`config.mk`:
```
export PLATFORM = sky130hd
export DESIGN_NAME = ps2_packet_tx
export DESIGN_NICKNAME = d
export VERILOG_FILES = /design/src/rtl/ps2_packet_tx.sv
export SDC_FILE = /design/constraint.sdc
export NUM_CORES = 1
export LEC_CHECK = 0
export BUFFER_PORTS_ARGS = -buffer_cell sky130_fd_sc_hd__buf_2
export CORE_MARGIN = 8
export CORE_UTILIZATION = 45
export CTS_CLUSTER_DIAMETER = 120
export DETAILED_ROUTE_END_ITERATION = 8
export PLACE_DENSITY = 0.66
export SKIP_CTS_REPAIR_TIMING = 1
export SYNTH_ARGS = -nofsm -noshare
export SYNTH_HDL_FRONTEND = slang
export SYNTH_SLANG_ARGS = --single-unit
```
`constraint.sdc`:
```
create_clock -name clk -period 4.8 [get_ports clk]
set_input_delay 0.96 -clock clk [delete_from_list [all_inputs] [get_ports clk]]
set_output_delay 0.96 -clock clk [all_outputs]
set_load 0.01 [all_outputs]
```
`src/rtl/ps2_packet_tx.sv`:
```
// PS/2 packet transmitter: takes a whole multi-byte packet on a valid/ready
// handshake and shifts it out as start/8 data LSB-first/odd parity/stop frames.
module ps2_packet_tx #(
    parameter int CLKS_PER_BIT = 4,
    parameter int BYTES        = 3,
    parameter int GAP_BITS     = 2
) (
    input  logic                 clk,
    input  logic                 reset_n,
    input  logic                 in_valid,
    input  logic [8*BYTES-1:0]   in_data,
    output logic                 in_ready,
    output logic                 tx_data,
    output logic                 busy,
    output logic                 byte_done,
    output logic                 packet_done,
    output logic                 sync_err
);

    localparam int GAP_CLKS = GAP_BITS * CLKS_PER_BIT;
    localparam int MAXC     = (GAP_CLKS > CLKS_PER_BIT) ? GAP_CLKS : CLKS_PER_BIT;
    localparam int CW       = $clog2(MAXC + 1);
    localparam int IW       = (BYTES > 1) ? $clog2(BYTES) : 1;
    localparam logic [CW-1:0] BIT_LD = CW'(CLKS_PER_BIT - 1);
    localparam logic [CW-1:0] GAP_LD = CW'((GAP_CLKS > 0) ? GAP_CLKS - 1 : 0);

    typedef enum logic [2:0] {
        S_IDLE, S_START, S_DATA, S_PARITY, S_STOP, S_GAP
    } state_t;

    state_t             r_state, w_state_nxt;
    logic [CW-1:0]      r_cnt, w_cnt_nxt;
    logic [2:0]         r_bit, w_bit_nxt;
    logic [IW-1:0]      r_idx, w_idx_nxt;
    logic [8*BYTES-1:0] r_pkt, w_pkt_nxt;
    logic               r_tx, w_tx_nxt;
    logic               r_sync_err, w_sync_err_nxt;

    logic [7:0] w_cur;
    logic       w_last_clk;
    logic       w_last_byte;

    // The byte on the wire is always the top of r_pkt; it is shifted on leaving STOP.
    assign w_cur       = r_pkt[8*BYTES-1 -: 8];
    assign w_last_clk  = (r_cnt == '0);
    assign w_last_byte = (r_idx == IW'(BYTES - 1));

    always_comb begin
        w_state_nxt    = r_state;
        w_cnt_nxt      = w_last_clk ? r_cnt : r_cnt - CW'(1);
        w_bit_nxt      = r_bit;
        w_idx_nxt      = r_idx;
        w_pkt_nxt      = r_pkt;
        w_sync_err_nxt = 1'b0;
        case (r_state)
            S_IDLE: begin
                if (in_valid) begin
                    if (in_data[8*BYTES-5]) begin
                        w_state_nxt = S_START;
                        w_cnt_nxt   = BIT_LD;
                        w_pkt_nxt   = in_data;
                        w_idx_nxt   = '0;
                    end else begin
                        w_sync_err_nxt = 1'b1;
                    end
                end
            end
            S_START: begin
                if (w_last_clk) begin
                    w_state_nxt = S_DATA;
                    w_bit_nxt   = 3'd0;
                    w_cnt_nxt   = BIT_LD;
                end
            end
            S_DATA: begin
                if (w_last_clk) begin
                    w_cnt_nxt = BIT_LD;
                    if (r_bit == 3'd7) w_state_nxt = S_PARITY;
                    else               w_bit_nxt   = r_bit + 3'd1;
                end
            end
            S_PARITY: begin
                if (w_last_clk) begin
                    w_state_nxt = S_STOP;
                    w_cnt_nxt   = BIT_LD;
                end
            end
            S_STOP: begin
                if (w_last_clk) begin
                    if (w_last_byte) begin
                        w_state_nxt = S_IDLE;
                    end else begin
                        w_pkt_nxt = r_pkt << 8;
                        w_idx_nxt = r_idx + IW'(1);
                        if (GAP_CLKS == 0) begin
                            w_state_nxt = S_START;
                            w_cnt_nxt   = BIT_LD;
                        end else begin
                            w_state_nxt = S_GAP;
                            w_cnt_nxt   = GAP_LD;
                        end
                    end
                end
            end
            S_GAP: begin
                if (w_last_clk) begin
                    w_state_nxt = S_START;
                    w_cnt_nxt   = BIT_LD;
                end
            end
            default: w_state_nxt = S_IDLE;
        endcase
    end

    // Line level is decided from the state being entered so tx_data stays aligned with r_state.
    always_comb begin
        w_tx_nxt = 1'b1;
        case (w_state_nxt)
            S_START:  w_tx_nxt = 1'b0;
            S_DATA:   w_tx_nxt = w_cur[w_bit_nxt];
            S_PARITY: w_tx_nxt = ~^w_cur;
            default:  w_tx_nxt = 1'b1;
        endcase
    end

    always_ff @(posedge clk or negedge reset_n) begin
        if (!reset_n) begin
            r_state    <= S_IDLE;
            r_cnt      <= '0;
            r_bit      <= '0;
            r_idx      <= '0;
            r_pkt      <= '0;
            r_tx       <= 1'b1;
            r_sync_err <= 1'b0;
        end else begin
            r_state    <= w_state_nxt;
            r_cnt      <= w_cnt_nxt;
            r_bit      <= w_bit_nxt;
            r_idx      <= w_idx_nxt;
            r_pkt      <= w_pkt_nxt;
            r_tx       <= w_tx_nxt;
            r_sync_err <= w_sync_err_nxt;
        end
    end

    assign in_ready    = (r_state == S_IDLE);
    assign busy        = (r_state != S_IDLE);
    assign tx_data     = r_tx;
    assign byte_done   = (r_state == S_STOP) && w_last_clk;
    assign packet_done = byte_done && w_last_byte;
    assign sync_err    = r_sync_err;

endmodule

```
==> metrics, run 1 <==
Hold WS 468.5 ps; critical path required time 5020 ps; Post-Route WL 4624 µm; FMAX 339.1 MHz; Die X 83.84 µm; GRT Resource Usage Total 0.1330; status completed; ant diodes 0; highest metal used met4; vias 1740; Post-Syn Instances 243; initial antenna violation count 0; remaining antenna violation count 0; port buffer count 32; post-route minimum period 2949 ps; Hold WC Path Type reg -> reg; full die area 7028 µm²; CP peak stage delay 790 ps; Sink Count 38; Final Hold Viols 0; Syn. warnings 0; TNS Setup 0 ps; sequential fraction of the synthesis area 0.4598; Max Buffers Root-to-Sink 2; clk_skew 4.719 ps; CP Launch Type register; area added between synthesis and finish 13.17%; crit path max fanout 32; # DRC 0; dpl cell area 2235 µm²; Yosys reg bits 38; final net count 301; DP Wirelength 3237 µm; CP Cell Sequence inv_1, ha_1, nor3b_2, inv_2, nor4_4, or2_1, a221o_1, nor3_1, a22oi_2; core area 4384 µm²; GRT overflow 0; Slew Viols, Final 0; syn avg cell area 8.522 µm²; CP Launch Point r_cnt[0]; R2R Path Start r_cnt[0]; drt pass-1 iters 5; WP buf/inv 2; final std cells w/o fill 323; CTS tree built; Arr. time, crit path 3170 ps; Total Power 1.576 mW; Synth Net Count 274; worst-case vdd ir drop 0.2942 mV; Final Util 0.5345; Starting DRT DRC Count 139; Hold Startpoint r_pkt[3]; CP max-delay cell or2_1; Power Density 672.7 nW/µm²; Maximum Capacitance Violations 0; DRT met1 WL 2203 µm; I/O pin count 33; drt wl/cell 14.32 µm; placed cell count 315; Worst-Skew Late Latency 290 ps; clock slew at reported path FFs 80 ps; RSZ-0062 raised after global routing false; vias in the first global route 1650; die height 83.84 µm; Post-Syn Area 2071 µm²; Worst Setup End Kind register; Initial Utilization 0.4723; slew at the pin closest to its max-slew limit 953.7 ps; endpoints failing setup 0; Top Family by Delay on Critical Path simple AND/OR/NAND/NOR gates; clock root cell clkbuf_8; dpl ws 1814 ps; post-route setup slack 1851 ps; Finished Cell Area 2344 µm²; layout cells sized above 1 0.1845; first-pass GRT wire length 7810 µm; vias per inst 5.387; Setup CP Type reg -> reg; WL met3 173 µm; Unique masters post-synth 40; Leakage 1.086 nW; largest net degree at the start of global routing 39; fin crit share 0.6143; wire length on met2 2168 µm; cts bufs inserted 5; Slew HR 0.3642; GP Congestion 0.8012; H-tree depth 2; Row Count 24
## final cells by class
class	instances	area [µm²]
clock inverter	3	40.04
sequential	38	952.2
tap	52	65.06
clock buffer	5	68.82
multi-input combinational	176	989.7
inverter	16	60.06
timing repair buffer	33	167.7
fill	437	2041
## path summary, 6_finish.rpt
check | cells after the start | slack (ps) | endpoint
max in group asynchronous | 1 | 3480 | r_pkt[0]
hold / removal | 2 | 470 | r_pkt[3]
hold reg to reg | 2 | 470 | r_pkt[3]
setup / recovery | 9 | 1850 | tx_data
setup reg to reg | 9 | 1850 | tx_data
min in group asynchronous | 1 | 770 | sync_err
## cell usage in the layout (no fill, tap or decap), drive strengths merged, types with 7 or more instances in the layout
cell | Yosys | layout
inv | 16 | 16
dfrtp | 37 | 37
o21ai | 8 | 8
a31oi | 18 | 18
nor2 | 28 | 28
nand2 | 55 | 55
buf | 7 | 33
a21oi | 7 | 7
nand3 | 10 | 10
xnor2 | 8 | 8
## per-layer routing
layer | vias up | track usage
met5 | - | 0
met4 | 0 | 0.05651
met3 | 6 | 0.03516
met2 | 40 | 0.2091
met1 | 812 | 0.1666
li1 | 882 | -
## logic make-up after synthesis
kind of cell | count (synthesis) | share of synthesized area
and+or+nand+nor | 113 | 0.2556
AOI/OAI and AO/OA | 50 | 0.1595
DFF | 38 | 0.4598
buffers and inverters | 29 | 0.06223
xor gates and xnor gates | 8 | 0.03384
adders and majority gates | 4 | 0.02417
muxes | 1 | 0.004834
## Yosys cell counts (all sizes together)
library cell | count | area [µm²]
nor4 | 1 | 21.27
mux2i | 1 | 10.01
nor2b | 3 | 18.77
and3 | 2 | 12.51
nand4 | 1 | 6.260
a211oi | 1 | 7.510
o22ai | 1 | 6.260
clkbuf | 6 | 22.52
or3 | 2 | 12.51
nor3 | 5 | 30.03
a221o | 1 | 10.01
o2111ai | 4 | 35.03
o21ai | 8 | 40.04
a31oi | 18 | 112.6
nand2b | 2 | 12.51
nor2 | 28 | 107.6
xnor2 | 8 | 70.07
nor3b | 1 | 12.51
a2bb2oi | 2 | 17.52
a22oi | 2 | 20.02
buf | 7 | 46.29
inv | 16 | 60.05
and4 | 1 | 8.760
o211ai | 1 | 7.510
ha | 4 | 50.05
dfstp | 1 | 26.28
or2 | 1 | 6.260
nor4b | 1 | 23.77
a21oi | 7 | 35.03
nand2 | 55 | 206.5
dfrtp | 37 | 925.9
a31o | 1 | 8.760
o31ai | 4 | 30.03
nand3 | 10 | 50.05
## worst reg2reg max path: stages (launching register included)
cell and delay, ps:
dfrtp_1 400, inv_1 90, ha_1 250, nor3b_2 320, inv_2 150, nor4_4 360, or2_1 790, a221o_1 290
nor3_1 70, a22oi_2 160
## registers in the layout, summed over array words and instances, names as in the netlist
name,count
r_bit,3
r_cnt,4
r_idx,2
r_pkt,24
r_state,3
sync_err,1
tx_data,1
## power by group
part | switching (mW) | internal (mW)
clock | 0.114 | 0.153
combinational | 0.392 | 0.308
sequential | 0.141 | 0.468
total | 0.648 | 0.929
Note: power is estimated with default switching activity, not from simulation.
==> run 2, diff against run 1 <==
==> constraint.sdc (replaced) <==
create_clock -name clk -period 2.8 [get_ports clk]
set_input_delay 0.56 -clock clk [delete_from_list [all_inputs] [get_ports clk]]
set_output_delay 0.56 -clock clk [all_outputs]
set_load 0.01 [all_outputs]
==> run 2 against run 1 <==
Effect of this change:
- wire length grew 0.13%
- register-to-register slack lost 1300 ps
- critical endpoint is now r_pkt[10]
- count of clock-buffer cells in the layout grew 1
- critical path type unchanged
- sequential cell count is the same
- cell area grew 1.1%
- non-clock buffer count grew 3
==> metrics, run 2 (synthesized netlist as in run 1, its figures left out) <==
Hold WS 377.3 ps; worst-case vdd ir drop 0.4366 mV; Hold WC Path Type in -> async; status completed; I/O pin count 33; Worst Setup End Kind register; final net count 304; Arr. time, crit path 2480 ps; layout cells sized above 1 0.1905; placed cell count 318; Starting DRT DRC Count 120; commonest cells after routing, fill and taps aside nand2_1 (55), dfrtp_1 (37), buf_2 (32); DP Wirelength 3302 µm; Slew Viols, Final 0; Total Power 2.733 mW; vias 1748; vias per inst 5.378; TNS Setup 0 ps; FMAX 439.6 MHz; drt pass-1 iters 4; CP Launch Type register; Sink Count 38; H-tree depth 2; initial antenna violation count 0; CP max-delay cell dfrtp_1; clk_skew 5.020 ps; ant diodes 0; CP peak stage delay 390 ps; Power Density 1153 nW/µm²; core area 4384 µm²; largest register by flop count r_pkt; GRT Resource Usage Total 0.1379; area taken by multi-input logic gates 989.7 µm²; GP Congestion 0.8096; GRT overflow 0; critical path required time 3010 ps; Die X 83.84 µm; drt wl/cell 14.25 µm; Leakage 1.100 nW; number of flip-flops in the largest register 24; remaining antenna violation count 0; Setup CP Type reg -> reg; cts bufs inserted 5; Slew HR 0.4372; Reg2Reg Setup Slack 530 ps; final std cells w/o fill 325; # DRC 0; post-route setup slack 525.1 ps; most common cell after layout, fill and taps aside nand2_1; full die area 7028 µm²; dpl ws 559.6 ps; Worst-Skew Late Latency 290 ps; fillers 431; clock root cell clkbuf_8; Finished Cell Area 2370 µm²; largest net degree at the start of global routing 39; Initial Utilization 0.4723; CP Cell Sequence inv_1, ha_1, nor3b_2, inv_2, nor4_4, or2_1, buf_4, nor2_1, a31oi_1; fin crit share 0.8125; Max Buffers Root-to-Sink 2; first-pass GRT wire length 8155 µm; Post-Route WL 4630 µm; sequential cell area 952.2 µm²; dpl cell area 2257 µm²; area added between synthesis and finish 14.44%; slew at the pin closest to its max-slew limit 844.2 ps; clock slew at reported path FFs 70 ps; die height 83.84 µm; Final Util 0.5405; Top Registers r_pkt x24, r_cnt x4; Maximum Capacitance Violations 0; post-route minimum period 2275 ps; Final Hold Viols 0; endpoints failing setup 0; port buffer count 32; crit path max fanout 31; vias in the first global route 1751; Row Count 24; RSZ-0062 raised after global routing false; CTS tree built
run 2: cell type report:
class / instances / area share
sequential: 38 / 0.4018
multi-input combinational: 176 / 0.4176
inverter: 16 / 0.02534
clock inverter: 1 / 0.01267
timing repair buffer: 36 / 0.08025
clock buffer: 6 / 0.03485
tap: 52 / 0.02746
run 2: worst paths after layout:
kind	start	endpoint	depth (start not counted)
worst min register to register	r_pkt[4]	r_pkt[4]	2
max in group asynchronous	reset_n	r_pkt[19]	1
min in group clk	in_data[19]	sync_err	2
worst max register to register	r_cnt[0]	r_pkt[10]	9
worst max-delay path	r_cnt[0]	r_pkt[10]	9
worst min-delay path	reset_n	r_cnt[0]	1
run 2: critical path, delay by kind of cell, from the launching register on:
kind                     cells  cell delay (ps)
buffers and inverters        3              510
flip-flops                   1              390
AND/OR/NAND/NOR              4              940
AO/OA/AOI/OAI                1              150
adder cells (fa/ha/maj)      1              210
run 2: per-layer routing:
layer / GRT usage / share of wire / vias up
met3: 0.04102 / 0.029 / 7
met5: 0 / 0 / -
li1: - / - / 897
met4: 0.05651 / 0.014 / 0
met2: 0.2112 / 0.47 / 40
met1: 0.1756 / 0.49 / 804
run 2: report_power, final:
part | switching (mW) | internal, mW
registers | 0.243 | 0.802
clock network | 0.189 | 0.285
logic | 0.676 | 0.538
total | 1.11 | 1.63
==> run 3, diff against run 2 <==
--- a/config.mk
+++ b/config.mk
@@ -10,7 +10,7 @@
 export CORE_UTILIZATION = 45
 export CTS_CLUSTER_DIAMETER = 120
 export DETAILED_ROUTE_END_ITERATION = 8
-export PLACE_DENSITY = 0.66
+export PLACE_DENSITY = 0.68
 export SKIP_CTS_REPAIR_TIMING = 1
 export SYNTH_ARGS = -nofsm -noshare
 export SYNTH_HDL_FRONTEND = slang
==> constraint.sdc (replaced) <==
create_clock -name clk -period 1.95 [get_ports clk]
set_input_delay 0.39 -clock clk [delete_from_list [all_inputs] [get_ports clk]]
set_output_delay 0.39 -clock clk [all_outputs]
set_load 0.01 [all_outputs]
==> run 3 against run 2 <==
Effect of this change:
- critical path type is now reg -> out
- the run now ends with setup timing left
- worst setup slack lost 610 ps
- final cell count up 10%
- global-route usage is 0.56 points higher
- largest cell class unchanged
- hold slack lost 380 ps
- count of clock-buffer cells in the layout unchanged
- wire length up 19%
- register-to-register slack got worse by 580 ps
==> metrics, run 3 (synthesized netlist as in run 1, its figures left out) <==
Row Count 24; cts bufs inserted 5; Arr. time, crit path 1640 ps; fillers 339; CTS tree built; Top Registers r_pkt x24, r_cnt x4; final net count 336; Worst Setup End Kind output pin; r2r endpoint tx_data; GP Congestion 0.8264; clock slew at reported path FFs 70 ps; area added between synthesis and finish 37.16%; full die area 7028 µm²; # DRC 0; I/O pin count 33; Power Density 1719 nW/µm²; Final Hold Viols 0; die height 83.84 µm; status finished with violations; first-pass GRT wire length 8562 µm; drt pass-1 iters 5; FMAX 492.1 MHz; critical path required time 1560 ps; Setup crit end byte_done; largest net degree at the start of global routing 32; slew at the pin closest to its max-slew limit 366.3 ps; Final Util 0.6478; Slew HR 0.7558; WL met3 262 µm; placed cell count 341; Hold WS 0.1057 ps; Post-Route WL 5517 µm; wire length on met2 2718 µm; drt wl/cell 15.41 µm; vias 1947; core area 4384 µm²; vias in the first global route 1935; DP Wirelength 3616 µm; fin crit share 1.042; CP Launch Type register; vias per inst 5.439; GRT overflow 0; Max Buffers Root-to-Sink 2; largest register by flop count r_pkt; H-tree depth 2; crit path max fanout 5; Initial Utilization 0.4723; layout cells sized above 1 0.3595; highest metal used met4; Die X 83.84 µm; number of flip-flops in the largest register 24; clock root cell clkbuf_8; endpoints failing setup 12; worst-case vdd ir drop 0.8465 mV; Worst-Skew Late Latency 300 ps; ant diodes 0; post-route minimum period 2032 ps; post-route setup slack -82.30 ps; Leakage 1.307 nW; Hold WC Path Type in -> async; CP Launch Point r_cnt[1]; Reg2Reg Setup Slack -50 ps; Starting DRT DRC Count 150; Slew Viols, Final 0; most common cell after layout, fill and taps aside nand2_1; Maximum Capacitance Violations 0; R2R Path Start r_cnt[1]; initial antenna violation count 0; Setup CP Type reg -> out; remaining antenna violation count 0; RSZ-0062 raised after global routing true; port buffer count 32; Sink Count 38; GRT Resource Usage Total 0.1436; clk_skew 13.11 ps; violated checks setup timing; commonest cells after routing, fill and taps aside nand2_1 (55), dfrtp_1 (36), buf_2 (32); Reg2Reg Depth 9; final std cells w/o fill 358; DRT met1 WL 2427 µm
==> run 3: layout make-up <==
cell class | count | area (µm²) | area share
clock buffers | 6 | 82.58 | 0.02907
clock inverters | 2 | 60.06 | 0.02115
inverters | 16 | 60.06 | 0.02115
multi-input cells | 176 | 1126 | 0.3965
flip-flops and latches | 38 | 953.4 | 0.3357
well taps | 52 | 65.06 | 0.02291
repair buffers | 68 | 493.0 | 0.1736
==> run 3: worst min-delay path by stage <==
stage             from       end  slack, ps  depth (start not counted)
5_1_grt        reset_n  r_pkt[7]         20                          1
3_5_place_dp   reset_n  r_cnt[3]        320                          1
4_1_cts        reset_n  r_pkt[7]          8                          1
3_3_place_gp   reset_n  r_cnt[3]        320                          1
6_report       reset_n  r_pkt[7]        0.1                          1
2_1_floorplan  reset_n  r_bit[0]         90                          0
==> run 3: power breakdown <==
part	internal [mW]	switching, mW
Sequential	1.15	0.372
Clock	0.546	0.290
Combinational	1.27	1.25
==> run 3: metal layers <==
metal / up-vias / GRT usage
met5: - / 0
met2: 69 / 0.2463
met3: 12 / 0.03125
met1: 909 / 0.1736
li1: 957 / -
met4: 0 / 0.04239
==> run 3: worst max-delay path, cell delays in order (launching register included) <==
cell,delay (ps)
dfrtp_1,390
inv_1,70
ha_2,190
buf_6,100
nor3b_4,190
inv_2,100
buf_6,130
nor2_2,60
buf_2,130
==> run 3: metrics by stage <==
stage                     setup TNS [ps]  setup WS (ps)  total power, mW  area, µm²
after CTS                         -354.6         -135.1            4.424       2594
after global routing               -2027         -176.3            5.236       2840
after global placement            -61.28         -61.28            3.527       2451
after floorplan                   -24.53         -24.53            2.872       2082
final                             -398.6         -82.30            4.882       2840
after detailed placement          -87.79         -87.79            3.580       2451
